`src/rtl/m6809_pkg.sv`:
```
// Shared types and constants for the 6809 execute-stage sequencers.
// Latency: n/a (declarations only).
// Backpressure: n/a (declarations only).
package m6809_pkg;

    // MUL sequencer states.
    typedef enum logic [1:0] {
        IDLE = 2'd0,
        RUN  = 2'd1,
        DONE = 2'd2
    } mul_state_t;

    // One shift-and-add step per multiplier bit.
    localparam int MUL_ITER  = 8;
    localparam int MUL_CNT_W = 4;

    // Counter value during the final RUN step.
    localparam logic [MUL_CNT_W-1:0] MUL_CNT_LAST = MUL_CNT_W'(MUL_ITER - 1);

endpackage

```
`src/rtl/m6809_mul_step.sv`:
```
// One shift-and-add step of the unsigned 8x8 multiply.
// Latency: combinational.
// Backpressure: none; the caller registers the outputs.
//
// Ports:
//   acc, mcand, mplier         - current running product, shifted multiplicand, multiplier
//   acc_nxt, mcand_nxt,
//   mplier_nxt                 - values after this step
//   mplier_zero                - post-shift multiplier is zero (no more partial products)
module m6809_mul_step
    import m6809_pkg::*;
(
    input  logic [15:0] acc,
    input  logic [15:0] mcand,
    input  logic [7:0]  mplier,
    output logic [15:0] acc_nxt,
    output logic [15:0] mcand_nxt,
    output logic [7:0]  mplier_nxt,
    output logic        mplier_zero
);

    // Carry-out of the add is dropped: 0xFF*0xFF = 0xFE01 fits in 16 bits.
    assign acc_nxt     = mplier[0] ? (acc + mcand) : acc;
    assign mcand_nxt   = {mcand[14:0], 1'b0};
    assign mplier_nxt  = {1'b0, mplier[7:1]};
    assign mplier_zero = (mplier_nxt == 8'h00);

endmodule

```
`src/rtl/m6809_mul_seq.sv`:
```
// Multi-cycle sequencer for the 6809 MUL instruction (D = A * B, unsigned 8x8 -> 16, Z and C flags).
// Latency: 9 cycles start-to-done (fewer with M6809_MUL_EARLY_EXIT_EN); one multiply per 10 cycles.
// Backpressure: start is only sampled in IDLE (start & !busy = accepted); start in RUN/DONE is dropped.
//
// Build option: define M6809_MUL_EARLY_EXIT_EN to finish as soon as the remaining multiplier is zero.
//
// Ports:
//   clk, reset          - core clock, synchronous active-high reset
//   start, a_in, b_in   - request and operands, sampled together in IDLE
//   busy                - high in RUN and DONE
//   done                - one-cycle pulse, result valid from this cycle
//   d_out, z_out, c_out - product, zero flag, carry flag (d_out[7]); held until next completion
module m6809_mul_seq
    import m6809_pkg::*;
(
    input  logic        clk,
    input  logic        reset,
    input  logic        start,
    input  logic [7:0]  a_in,
    input  logic [7:0]  b_in,
    output logic        busy,
    output logic        done,
    output logic [15:0] d_out,
    output logic        z_out,
    output logic        c_out
);

    mul_state_t           state;
    logic [15:0]          acc;
    logic [15:0]          mcand;
    logic [7:0]           mplier;
    logic [MUL_CNT_W-1:0] cnt;

    logic [15:0]          acc_nxt;
    logic [15:0]          mcand_nxt;
    logic [7:0]           mplier_nxt;
    logic                 mplier_zero;
    logic                 last_step;

    m6809_mul_step u_step (
        .acc         (acc),
        .mcand       (mcand),
        .mplier      (mplier),
        .acc_nxt     (acc_nxt),
        .mcand_nxt   (mcand_nxt),
        .mplier_nxt  (mplier_nxt),
        .mplier_zero (mplier_zero)
    );

`ifdef M6809_MUL_EARLY_EXIT_EN
    // Stop once no multiplier bits remain; the counter still caps at 8 steps.
    assign last_step = mplier_zero || (cnt == MUL_CNT_LAST);
`else
    // After the 8th shift the multiplier is always zero, so this is a plain
    // fixed-count exit; qualifying with mplier_zero changes nothing.
    assign last_step = mplier_zero && (cnt == MUL_CNT_LAST);
`endif

    always_ff @(posedge clk) begin
        if (reset) begin
            state  <= IDLE;
            acc    <= 16'h0000;
            mcand  <= 16'h0000;
            mplier <= 8'h00;
            cnt    <= '0;
            d_out  <= 16'h0000;
            z_out  <= 1'b0;
            c_out  <= 1'b0;
        end else begin
            case (state)
                IDLE: begin
                    if (start) begin
                        acc    <= 16'h0000;
                        mcand  <= {8'h00, a_in};
                        mplier <= b_in;
                        cnt    <= '0;
                        state  <= RUN;
                    end
                end
                RUN: begin
                    acc    <= acc_nxt;
                    mcand  <= mcand_nxt;
                    mplier <= mplier_nxt;
                    cnt    <= cnt + MUL_CNT_W'(1);
                    if (last_step) begin
                        // Flags come from the final product, registered with it.
                        d_out <= acc_nxt;
                        z_out <= (acc_nxt == 16'h0000);
                        c_out <= acc_nxt[7];
                        state <= DONE;
                    end
                end
                DONE: begin
                    state <= IDLE;
                end
                default: begin
                    state <= IDLE;
                end
            endcase
        end
    end

    assign busy = (state != IDLE);
    assign done = (state == DONE);

endmodule

```
`config.mk`:
```
export PLATFORM = sky130hd
export DESIGN_NAME = m6809_mul_seq
export DESIGN_NICKNAME = d
export VERILOG_FILES = /design/src/rtl/m6809_pkg.sv /design/src/rtl/m6809_mul_step.sv /design/src/rtl/m6809_mul_seq.sv
export SDC_FILE = /design/constraint.sdc
export NUM_CORES = 1
export LEC_CHECK = 0
export BUFFER_PORTS_ARGS = -buffer_cell sky130_fd_sc_hd__buf_4
export CAP_MARGIN = 20
export CELL_PAD_IN_SITES_DETAIL_PLACEMENT = 1
export CELL_PAD_IN_SITES_GLOBAL_PLACEMENT = 1
export CORE_MARGIN = 1
export CORE_UTILIZATION = 40
export CTS_BUF_LIST = sky130_fd_sc_hd__clkbuf_4 sky130_fd_sc_hd__clkbuf_8 sky130_fd_sc_hd__clkbuf_16
export DETAILED_ROUTE_END_ITERATION = 6
export PLACE_DENSITY_LB_ADDON = 0.1
export SYNTH_ARGS = -nofsm -noshare
export SYNTH_HDL_FRONTEND = slang
export SYNTH_HIERARCHICAL = 1
export SYNTH_SLANG_ARGS = --single-unit
```
`constraint.sdc`:
```
create_clock -name clk -period 7.72 [get_ports clk]
set_input_delay 0 -clock clk [delete_from_list [all_inputs] [get_ports clk]]
set_output_delay 0 -clock clk [all_outputs]
set_load 0.005 [all_outputs]
```
==> metrics <==
maximum vdd drop=about 0.12 mV; Avg Synthesized Cell Area=8.412 um^2; Synth area leaders=dfxtp_1 (33%), a21oi_1 (8.8%), a22o_1 (5.7%); Setup crit end kind=flip-flop; # diodes=0; sequential-to-total area share from yosys stat=32.95%; Post-synth EDFFs=0; vias in the first global route=approximately 3300; setup violators final=0; fin. max-slew vios=0; total setup buffers inserted after CTS=0; max-cap violations=0; root buffer cell=clkbuf_8; Slowest-stage cell, CP=fa_1; TritonCTS buffer count=9; status=completed; drt drc=0; Longest Clk Path Bufs=2; share of layout cells above drive strength 1=a little over a fifth; antenna violations before repair=0; Register-to-Register Path Depth=10; hold_buf cts=0; Top delay family on crit path=simple AND/OR/NAND/NOR gates; Ys Warns=6; fmax=~340 MHz; DRT Pass-1 Iters=6; clock skew=0.01237 ns; setup TNS=0 ns; die width=roughly 100 um; die area=~0.010 mm^2; global-route wire length before repair=between 15000 and 20000 um; Placer Congestion=~0.81; WHS=0.07996 ns; height of the die=99.82 um; Reg2Reg Setup Slack=between 4 and 5 ns; via count=around 3300; drt wl/cell=between 15 and 20 um; largest net degree at the start of global routing=40; DRT iter0 DRCs=99; Post-synth ARST share=0%; arrival time worst endpoint=roughly 3.1 ns; core box area=0.009240 mm^2; CTS tree=done; I/O pins=39; min-delay src=reset; Pleak=about 1.7 nW; CTS Sinks=between 60 and 70; CP Buf/Inv Count=0; final wirelength=10220 um; Yosys cell types=between 60 and 70; FF+latch count, synth=63; relative slew slack=around 28%; worst-path maximum fanout=4; unrepaired setup endpoints after global routing=no; Yosys top cell area share=32.95%; synth cell count leaders=a21oi_1 (67), dfxtp_1 (63), nor2_1 (38), buf_4 (29), a22o_1 (25); Worst Hold Path EP=cnt[0]$_SDFFE_PP0P_; area grow syn2layout=8.859%; critical path class=reg -> reg; RR Endpoint=z_out$_SDFFE_PP0P_; Hold WC Path Type=in -> reg; Vias/cell=around 5.7; H-tree levels=3; hpwl dp=6982 um; post-synth top area cell=dfxtp_1; CP required=7.96 ns; worst slew pin tran=roughly 1.1 ns; Gate Count Post-Synth=around 460; CTS resizes=0; Tmin final=around 2.9 ns; Antenna Nets Post-Route=0; Nets=485; most numerous cell in the Yosys netlist=a21oi_1; PortBufs=38; Site Rows=35; Startpoint Class=flip-flop; CP max stage delay=0.43 ns; commonest register cell after synthesis=dfxtp_1; fin crit share=between 30% and 40%; cells along the critical path=ha_1 -> fa_1 -> a21oi_1 -> o211ai_1 -> a21oi_2 -> nor3_1 -> or3b_1 -> nor4_1 -> nand4_1 -> o41ai_1; Worst-path clk slew=~0.080 ns; worst skew pair latency=0.35 ns; Total Routing Usage GR=21.66%; fillers=1124; Worst R2R Start=mcand[0]$_SDFFE_PP0P_; pwr dens=around 190 mW/mm^2; synthesized area=between 0.003 and 0.004 mm^2; total grt overflow=0; Hold Vio Cnt, Final=0; Hold Path Stages=2; Initial Utilization=between 40% and 50%
-- cell usage in the layout, fill, tap and decap left out, types with 4 or more instances in the layout --
master and instances:
clkbuf_8 10, xnor2_1 7, a21oi_1 67, buf_4 42, o211ai_1 5, ha_1 16, mux2_2 10, dfxtp_1 63
a22o_1 25, inv_1 19, nand4_1 4, nand2_1 13, nor3_1 6, nor2_1 38, o21ai_0 22, o221a_2 16
nand3_1 19, nor4_1 5
-- worst max path at each step --
stage | cells after the start | endpoint | startpoint
2_1_floorplan | 10 | z_out$_SDFFE_PP0P_ | acc[0]$_SDFFE_PP0P_
3_3_place_gp | 10 | z_out$_SDFFE_PP0P_ | mcand[0]$_SDFFE_PP0P_
3_5_place_dp | 10 | z_out$_SDFFE_PP0P_ | mcand[0]$_SDFFE_PP0P_
4_1_cts | 10 | z_out$_SDFFE_PP0P_ | mcand[0]$_SDFFE_PP0P_
5_1_grt | 10 | z_out$_SDFFE_PP0P_ | mcand[0]$_SDFFE_PP0P_
6_report | 10 | z_out$_SDFFE_PP0P_ | mcand[0]$_SDFFE_PP0P_
-- sequential cells by signal, summed over array words and instances (netlist names) --
name and cells:
d_out 16, acc 16, mplier 8, z_out 1
mcand 16, cnt 4, state 2
-- final cells by class --
cell class | instances | area [um^2] | share of cell area, %
multi-input cells | 313 | 2123 | 50.96
flip-flops and latches | 63 | 1261 | 30.27
repair buffers | 42 | 315.3 | 7.568
well taps | 129 | 161.4 | 3.874
clock buffers | 10 | 137.6 | 3.303
clock inverters | 6 | 92.59 | 2.222
inverters | 20 | 75.07 | 1.802
-- logic make-up after synthesis --
kind of cell,share of synthesized area (%)
AOI/OAI and AO/OA,29.88
xor gates and xnor gates,1.831
adders and majority gates,5.753
buffers and inverters,11.67
DFF,32.95
muxes,3.204
other,0.09798
and+or+nand+nor,14.61
-- stage by stage --
stage,setup WS (ns),utilization (%),cell area (um^2),std cells,total power [W]
3_3_place_gp,4.933,42.60,3936,567,0.0004419
3_5_place_dp,4.859,42.60,3936,567,0.0004443
2_1_floorplan,5.161,-,3831,456,0.0004283
6_report,4.821,45.09,4167,583,0.0007717
4_1_cts,4.821,45.09,4167,583,0.0007826
5_1_grt,4.554,45.09,4167,583,0.0008067
-- where the power goes --
part / switching, W / leakage, nW / total (W) / internal, W
Combinational: 0.0000537 / 1.10 / 0.0000907 / 0.0000371
Clock: 0.000143 / 0.109 / 0.000335 / 0.000192
Sequential: 0.0000107 / 0.513 / 0.000345 / 0.000335
Total: 0.000208 / 1.72 / 0.000772 / 0.000564
-- metal layers --
layer / global-route usage [%] / vias up / part of all wire [%]
met5: 0 / - / 0
met4: 4.751 / 0 / 0.68
met3: 4.387 / 7 / 2.8
met2: 35.23 / 45 / 46
met1: 29.60 / 1638 / 50
li1: - / 1643 / -
Note: power is estimated with default switching activity, not from simulation.
